<file path="src/rtl/tomasulo_cdb_arb.sv">
// tomasulo_cdb_arb: credit-throttled per-unit result queues, round-robin onto the CDB (optional macro TOMASULO_CDB_ARB_BYPASS_EN)
package tomasulo_pkg;
   typedef struct packed {
      logic [5:0]  tag;
      logic [31:0] data;
   } cdb_t;
endpackage

module tomasulo_cdb_arb
   import tomasulo_pkg::*;
#(
   parameter int N_SRC   = 2,
   parameter int Q_DEPTH = 4
) (
   input  logic             clk,
   input  logic             rst,
   input  logic [N_SRC-1:0] iss_vld,
   output logic [N_SRC-1:0] iss_rdy,
   input  logic [N_SRC-1:0] src_vld,
   input  cdb_t             src_cdb [N_SRC],
   output logic             cdb_vld_r,
   output cdb_t             cdb_r
);
   localparam int CW = $clog2(Q_DEPTH + 1);
   localparam int PW = (Q_DEPTH > 1) ? $clog2(Q_DEPTH) : 1;
   localparam int SW = (N_SRC > 1) ? $clog2(N_SRC) : 1;

   cdb_t             mem_q    [N_SRC][Q_DEPTH];
   cdb_t             mem_d    [N_SRC][Q_DEPTH];
   logic [PW-1:0]    wr_ptr_q [N_SRC];
   logic [PW-1:0]    wr_ptr_d [N_SRC];
   logic [PW-1:0]    rd_ptr_q [N_SRC];
   logic [PW-1:0]    rd_ptr_d [N_SRC];
   logic [CW-1:0]    cnt_q    [N_SRC];
   logic [CW-1:0]    cnt_d    [N_SRC];
   logic [CW-1:0]    ctr_q    [N_SRC];
   logic [CW-1:0]    ctr_d    [N_SRC];
   logic [SW-1:0]    rr_q, rr_d;
   logic             cdb_vld_q, cdb_vld_d;
   cdb_t             cdb_q, cdb_d;
   logic [N_SRC-1:0] cand, push, pop, grt;
   logic [SW-1:0]    win;
   logic             gnt, byp;
   cdb_t             head;

   function automatic logic [PW-1:0] nxt(input logic [PW-1:0] p);
      return (int'(p) == Q_DEPTH - 1) ? '0 : p + 1'b1;
   endfunction

   // Candidates, round-robin winner starting after rr_q, and the payload it sends
   always_comb begin
      for (int u = 0; u < N_SRC; u++)
`ifdef TOMASULO_CDB_ARB_BYPASS_EN
         cand[u] = (cnt_q[u] != '0) || src_vld[u];
`else
         cand[u] = cnt_q[u] != '0;
`endif
      win = '0;
      gnt = 1'b0;
      for (int i = 1; i <= N_SRC; i++)
         if (!gnt && cand[(int'(rr_q) + i) % N_SRC]) begin
            gnt = 1'b1;
            win = SW'((int'(rr_q) + i) % N_SRC);
         end
`ifdef TOMASULO_CDB_ARB_BYPASS_EN
      byp = gnt && (cnt_q[win] == '0);
`else
      byp = 1'b0;
`endif
      head = byp ? src_cdb[win] : mem_q[win][rd_ptr_q[win]];
      for (int u = 0; u < N_SRC; u++) begin
         grt[u]  = gnt && (win == SW'(u));
         pop[u]  = grt[u] && !byp;
         push[u] = src_vld[u] && !(grt[u] && byp);
      end
   end

   // Queue, credit, pointer and CDB next-state
   always_comb begin
      mem_d    = mem_q;
      wr_ptr_d = wr_ptr_q;
      rd_ptr_d = rd_ptr_q;
      cnt_d    = cnt_q;
      ctr_d    = ctr_q;
      for (int u = 0; u < N_SRC; u++) begin
         if (push[u]) begin
            mem_d[u][wr_ptr_q[u]] = src_cdb[u];
            wr_ptr_d[u] = nxt(wr_ptr_q[u]);
         end
         if (pop[u])
            rd_ptr_d[u] = nxt(rd_ptr_q[u]);
         cnt_d[u]   = cnt_q[u] + CW'(push[u]) - CW'(pop[u]);
         ctr_d[u]   = ctr_q[u] + CW'(grt[u]) - CW'(iss_vld[u]);
         iss_rdy[u] = ctr_q[u] != '0;
      end
      rr_d      = gnt ? win : rr_q;
      cdb_vld_d = gnt;
      cdb_d     = gnt ? head : cdb_q;
   end

   // Control state with synchronous reset; unit 0 wins first after reset
   always_ff @(posedge clk) begin
      if (rst) begin
         wr_ptr_q  <= '{default: '0};
         rd_ptr_q  <= '{default: '0};
         cnt_q     <= '{default: '0};
         ctr_q     <= '{default: CW'(Q_DEPTH)};
         rr_q      <= SW'(N_SRC - 1);
         cdb_vld_q <= 1'b0;
         cdb_q     <= '0;
      end else begin
         wr_ptr_q  <= wr_ptr_d;
         rd_ptr_q  <= rd_ptr_d;
         cnt_q     <= cnt_d;
         ctr_q     <= ctr_d;
         rr_q      <= rr_d;
         cdb_vld_q <= cdb_vld_d;
         cdb_q     <= cdb_d;
      end
   end

   // Queue storage needs no reset; occupancy counts decide what is valid
   always_ff @(posedge clk)
      mem_q <= mem_d;

   // Issue without credit, or a push into a full queue that is not also popping, is a protocol error
   always_ff @(posedge clk)
      if (!rst)
         for (int u = 0; u < N_SRC; u++) begin
            assert (!(iss_vld[u] && ctr_q[u] == '0));
            assert (!(push[u] && !pop[u] && cnt_q[u] == CW'(Q_DEPTH)));
         end

   assign cdb_vld_r = cdb_vld_q;
   assign cdb_r     = cdb_q;
endmodule

</file>
<file path="config.mk">
export PLATFORM = sky130hd
export DESIGN_NAME = tomasulo_cdb_arb
export DESIGN_NICKNAME = d
export VERILOG_FILES = /design/src/rtl/tomasulo_cdb_arb.sv
export SDC_FILE = /design/constraint.sdc
export NUM_CORES = 1
export LEC_CHECK = 0
export CORE_MARGIN = 10
export CORE_UTILIZATION = 56
export CTS_BUF_LIST = sky130_fd_sc_hd__clkbuf_4
export DETAILED_ROUTE_END_ITERATION = 8
export GPL_ROUTABILITY_DRIVEN = 0
export HOLD_SLACK_MARGIN = 0.1
export PLACE_DENSITY = 0.85
export SLEW_MARGIN = 0
export SYNTH_ARGS = -nofsm -noshare
export SYNTH_HDL_FRONTEND = slang
export SYNTH_SLANG_ARGS = --single-unit
</file>
<file path="constraint.sdc">
create_clock -name clk -period 3.7 [get_ports clk]
set_input_delay 0.74 -clock clk [delete_from_list [all_inputs] [get_ports clk]]
set_output_delay 0.74 -clock clk [all_outputs]
set_load 0.03 [all_outputs]
</file>
==> results of run 1 <==
[area by class of cell]
type	count	area, sq um
inverters	20	75.1
clock inverters	45	255
clock buffers	120	901
repair buffers	148	1450
multi-input cells	500	3850
diodes	2	5.00
fillers	1678	8040
well taps	330	413
flip-flops and latches	364	10300
[metal layers]
| metal | track usage, % | vias up |
|---|---|---|
| li1 | - | 3989 |
| met1 | 22.1 | 4257 |
| met2 | 33.0 | 380 |
| met3 | 5.41 | 69 |
| met4 | 8.59 | 0 |
| met5 | 0 | - |
[flip-flops by register name, summed over array words and instances, names as in the netlist]
| name | flops |
|---|---|
| cdb_r | 38 |
| cdb_vld_r | 1 |
| cnt_q | 6 |
| ctr_q | 6 |
| mem_q | 304 |
| rd_ptr_q | 4 |
| rr_q | 1 |
| wr_ptr_q | 4 |
[power by group through the flow]
stage | clock network (mW) | logic (mW) | registers, mW
2_1_floorplan | 0 | 2.68 | 5.46
3_3_place_gp | 0 | 3.91 | 5.37
3_5_place_dp | 0 | 4.01 | 5.39
4_1_cts | 3.36 | 4.04 | 5.31
5_1_grt | 3.59 | 4.34 | 5.37
6_report | 3.28 | 4.04 | 5.32
[synthesized netlist by cell type, drive strengths merged]
cell type	count
o31a	1
clkbuf	42
nor2	89
nor3	2
a21oi	5
o22ai	38
fa	4
or2	1
dfxtp	60
o21ai	1
o21bai	1
xnor2	8
a311oi	38
mux2	42
ha	18
nand2	5
buf	22
nand3	42
edfxtp	304
nand2b	2
and2	8
inv	20
or3	38
nor2b	42
mux2i	115
[worst min-delay path by stage]
stage               cells after the start     start  slack, ns       end
finish                                  2  cdb_r[8]       0.52  cdb_r[8]
global route                            2       rst       0.53  ctr_q[3]
detailed placement                      2  cdb_r[8]       0.50  cdb_r[8]
floorplan                               1      rr_q       0.47      rr_q
CTS                                     2       rst       0.50  ctr_q[4]
global placement                        2  cdb_r[2]       0.49  cdb_r[2]
[cell families (layout without fill, tap and decap cells)]
group / count (synthesis) / count (layout) / share of synthesized area (%)
AND/OR/NAND/NOR: 229 / 229 / 7.89
AO/OA/AOI/OAI: 84 / 84 / 4.72
multiplexers: 157 / 157 / 11.2
flip-flops: 364 / 364 / 71.1
other: 0 / 2 / 0
buffers and inverters: 84 / 333 / 2.57
adder cells (fa/ha/maj): 22 / 22 / 2.10
XOR/XNOR: 8 / 8 / 0.482
[worst max-delay path: cells and delay by family, from the launching register on]
family	cells	cell delay [ns]
buf+inv	1	0.60
flops	1	0.33
simple gates	1	0.37
[stage by stage]
| stage | setup slack [ns] | cell area [sq um] |
|---|---|---|
| after global placement | 1.06 | 16100 |
| after CTS | 0.905 | 17300 |
| after global routing | 0.870 | 17300 |
| final | 0.982 | 17300 |
| after floorplan | 1.16 | 14500 |
| after detailed placement | 1.02 | 16100 |
==> flow_metrics.env, run 1 <==
export IMPL_status="finished, final reports clean"
export IMPL_wl_met2_um=16600
export IMPL_die_height_um=181
export IMPL_hold_viol_final=0
export IMPL_pwr_share_clk_pct=26.0
export IMPL_dp_cells=1362
export IMPL_r2r_setup_slack_ns=1.16
export IMPL_cp_startpoint="ctr_q[1]"
export IMPL_slew_viol_final=0
export IMPL_met1_length_um=12300
export IMPL_rows=58
export IMPL_drc=0
export IMPL_nNetsFinal=1226
export IMPL_fin_tns_setup_ns=0
export IMPL_grt_max_degree=80
export IMPL_critPathMaxStageDelay_ns=0.60
export IMPL_comb_power_share_pct=31.9
export IMPL_ys_seq_area_share_pct=71.1
export IMPL_fin_cells=1529
export IMPL_p_seq_share_pct=42.1
export IMPL_netlist_area_sq_um=14500
export IMPL_cp_slowest_cell="clkdlybuf4s50_1"
export IMPL_intPower_mw=8.35
export IMPL_worstPathRequired_ns=2.96
export IMPL_top_layer="met4"
export IMPL_rr_worst_depth=8
export IMPL_layout_common_cells="edfxtp_1, clkdlybuf4s50_1, clkbuf_4"
export IMPL_drt_pass1_iterations=6
export IMPL_ys_warn_count=0
export IMPL_clockBufferDepth=3
export IMPL_grt_use_total_pct=19.3
export IMPL_ant_nets=0
export IMPL_fin_crit_sh_pct=73.5
export IMPL_cp_end_kind="output pin"
export IMPL_peakVddDrop_mv=0.913
export IMPL_clkTransAtPathRegs_ns=0.07
export IMPL_min_path_type="flop to flop"
export IMPL_synth_area_leader_cell="edfxtp_1"
export IMPL_grt_pass1_vias=9165
export IMPL_antenna_found_initial=2
export IMPL_max_freq_ghz=0.368
export IMPL_ctsResizeCount=0
export IMPL_yosysTopAreaCellShare_pct=62.8
export IMPL_worst_slew_pin_slew_ns=0.923
export IMPL_drt_initial_drc_count=716
export IMPL_p_sw_mw=4.30
export IMPL_syn_nets=1052
export IMPL_critPathLaunchType="flop"
export IMPL_ys_ff_latch=364
export IMPL_final_common_cell="edfxtp_1"
export IMPL_overflow=0
export IMPL_wl_met3_um=2470
export IMPL_ios=123
export IMPL_tritoncts="done"
export IMPL_clock_sinks=364
export IMPL_grt_pass1_wl_um=49600
export IMPL_crit_end="iss_rdy[1]"
export IMPL_rsz0062_at_grt="false"
export IMPL_p_total_mw=12.6
export IMPL_clk_latency_ns=0.68
export IMPL_cap_violations=0
export IMPL_syn_to_final_growth_pct=18.9
export IMPL_fin_hold_ws_ns=0.520
export IMPL_skew_ns=0.0228
export IMPL_vias=8695
export IMPL_synth_area_per_cell_sq_um=15.3
export IMPL_ctsHoldBuffers=0
export IMPL_synthTopCellsByArea="edfxtp_1, dfxtp_1, mux2i_1"
export IMPL_wl_per_cell_um=21.3
export IMPL_dp_hpwl_um=21800
export IMPL_final_util_pct=68.3
export IMPL_reg2reg_from="cnt_q[4]"
export IMPL_totalWireLength_um=32500
export IMPL_cts_buffers=88
export IMPL_port_buffers=122
export IMPL_swShare_pct=34.0
export IMPL_vias_per_cell=5.69
export IMPL_maxSlewHeadroom_pct=38.5
export IMPL_postCtsSetupBuffers=0
export IMPL_setup_violations=0
export IMPL_crit_path_cell_trace="or3_1 -> clkdlybuf4s50_1"
export IMPL_arrival_ns=1.98
export IMPL_critPathKind="flop to output pin"
export IMPL_die_area_sq_um=32800
export IMPL_synth_distinct_cells=31
export IMPL_reg2reg_to="ctr_q[4]"
export IMPL_powerDensity_nw_per_um2=731
export IMPL_clockRootBuffer="clkbuf_4"
export IMPL_worst_path_max_fanout=3
export IMPL_core_sq_um=25300
export IMPL_ctsHtreeMaxLevel=3
export IMPL_postSynthCellCount=948
export IMPL_period_minus_slack_ns=2.72
export IMPL_die_x_um=181
export IMPL_p_leak_nw=5.91
export IMPL_drive_gt1_share_pct=19.0
export IMPL_start_util_pct=57.4
(Power assumes the default switching activity.)
==> inputs of run 2 (changes only) <==
CORE_UTILIZATION = 54   (was 56)
clock period = 2.3 ns   (was 3.7 ns; I/O delays follow)
==> run 2 against run 1 <==
Clock power up 73%. Critical path depth down 1. Via count up 1.5%. Die area up 3.3%. Critical path type unchanged. Critical endpoint is now cdb_r[34].
==> flow_metrics.env, run 2 (same netlist as run 1, synthesis figures left out) <==
export IMPL_status="finished, final reports clean"
export IMPL_worst_path_max_fanout=2
export IMPL_max_freq_ghz=0.438
export IMPL_period_minus_slack_ns=2.28
export IMPL_grt_max_degree=61
export IMPL_drive_gt1_share_pct=22.8
export IMPL_cp_slowest_cell="clkdlybuf4s50_1"
export IMPL_wl_per_cell_um=21.9
export IMPL_rows=59
export IMPL_tritoncts="done"
export IMPL_crit_path_cell_trace="clkdlybuf4s50_1"
export IMPL_totalWireLength_um=33900
export IMPL_drc=0
export IMPL_wl_met3_um=2850
export IMPL_port_buffers=122
export IMPL_die_area_sq_um=33900
export IMPL_final_common_cell="edfxtp_1"
export IMPL_ctsHtreeMaxLevel=3
export IMPL_nNetsFinal=1238
export IMPL_final_util_pct=67.4
export IMPL_critPathKind="flop to output pin"
export IMPL_grt_pass1_vias=9354
export IMPL_ctsHoldBuffers=0
export IMPL_powerDensity_nw_per_um2=1190
export IMPL_met1_length_um=12300
export IMPL_worst_slew_pin_slew_ns=0.952
export IMPL_cap_violations=0
export IMPL_grt_pass1_wl_um=51000
export IMPL_setup_violations=0
export IMPL_regMostFlops="mem_q"
export IMPL_grt_use_total_pct=19.7
export IMPL_p_leak_nw=6.25
export IMPL_wl_met2_um=17500
export IMPL_arrival_ns=1.82
export IMPL_syn_to_final_growth_pct=21.8
export IMPL_clock_sinks=364
export IMPL_ios=123
export IMPL_vias_per_cell=5.71
export IMPL_clockRootBuffer="clkbuf_4"
export IMPL_cts_buffers=92
export IMPL_dp_hpwl_um=21600
export IMPL_clkTransAtPathRegs_ns=0.06
export IMPL_rsz0062_at_grt="true"
export IMPL_ctsResizeCount=9
export IMPL_clk_latency_ns=0.74
export IMPL_peakVddDrop_mv=0.812
export IMPL_fin_hold_ws_ns=0.214
export IMPL_overflow=0
export IMPL_fin_crit_sh_pct=99.2
export IMPL_skew_ns=0.0490
export IMPL_die_height_um=184
export IMPL_critPathLaunchType="flop"
export IMPL_worstPathRequired_ns=1.84
export IMPL_worst_path_buf_inv=1
export IMPL_cp_top_family="buffers and inverters"
export IMPL_drt_pass1_iterations=6
export IMPL_die_x_um=184
export IMPL_min_path_type="input port to flop"
export IMPL_largest_reg_flops=304
export IMPL_vias=8827
export IMPL_hold_viol_final=0
export IMPL_critPathMaxStageDelay_ns=0.72
export IMPL_slew_viol_final=0
export IMPL_cp_end_kind="output pin"
export IMPL_ant_nets=0
export IMPL_clockBufferDepth=3
export IMPL_layout_common_cells="edfxtp_1, clkbuf_4, mux2i_1"
export IMPL_drt_initial_drc_count=801
export IMPL_postCtsSetupBuffers=0
export IMPL_maxSlewHeadroom_pct=36.5
export IMPL_top_layer="met4"
export IMPL_core_sq_um=26300
export IMPL_start_util_pct=55.3
export IMPL_antenna_found_initial=1
[run 2: cell types whose count changed in the layout (fill, tap and decap cells not counted), sizes merged]
cell and delta:
clkbuf +35, clkinv -24, clkdlybuf4s50 -20, dlymetal6s2s +11
dlygate4sd2 +9, buf +8, inv -4, bufinv -2
[run 2: final timing paths]
path	endpoint	startpoint	depth (start not counted)	slack, ns
min reg2reg	cdb_r[33]	cdb_r[33]	2	0.51
max	cdb_r[34]	cdb_r[34]	1	0.02
min	wr_ptr_q[0]	rst	3	0.21
max reg2reg	ctr_q[2]	cnt_q[5]	9	0.04
[run 2: tightest hold or removal path, cell delays in order]
cell    delay [ns]
buf_2         0.11
buf_12        0.19
nor2_1        0.12
[run 2: metal layers]
metal  global-route usage [%]  vias up
met5                        0        -
met4                     9.01        0
met3                     5.30       94
met2                     34.0      425
met1                     22.3     4277
li1                         -     4031
[run 2: final cells by class]
| class | count | area (sq um) |
|---|---|---|
| clock buffer | 155 | 1160 |
| timing repair buffer | 156 | 1700 |
| inverter | 20 | 75.1 |
| multi-input combinational | 500 | 3900 |
| tap | 335 | 419 |
| fill | 1737 | 8570 |
| clock inverter | 15 | 96.3 |
| sequential | 364 | 10300 |
| antenna | 2 | 5.00 |
[run 2: per-stage QoR]
| stage | TNS (ns) | std cells | worst slack, ns | instance area [sq um] | total power [mW] |
|---|---|---|---|---|---|
| 2_1_floorplan | -0.252 | 948 | -0.139 | 14600 | 13.3 |
| 3_3_place_gp | 0 | 1375 | 0.0662 | 16400 | 15.2 |
| 3_5_place_dp | 0 | 1375 | 0.0377 | 16400 | 15.4 |
| 4_1_cts | 0 | 1545 | 0.00114 | 17700 | 21.1 |
| 5_1_grt | -0.106 | 1545 | -0.0581 | 17700 | 22.1 |
| 6_report | 0 | 1547 | 0.0192 | 17700 | 21.1 |
[run 2: power by group]
| part | internal (mW) | switching (mW) | total (mW) |
|---|---|---|---|
| sequential | 7.85 | 0.611 | 8.46 |
| combinational | 2.94 | 4.02 | 6.96 |
| clock | 3.14 | 2.52 | 5.66 |
| total | 13.9 | 7.15 | 21.1 |
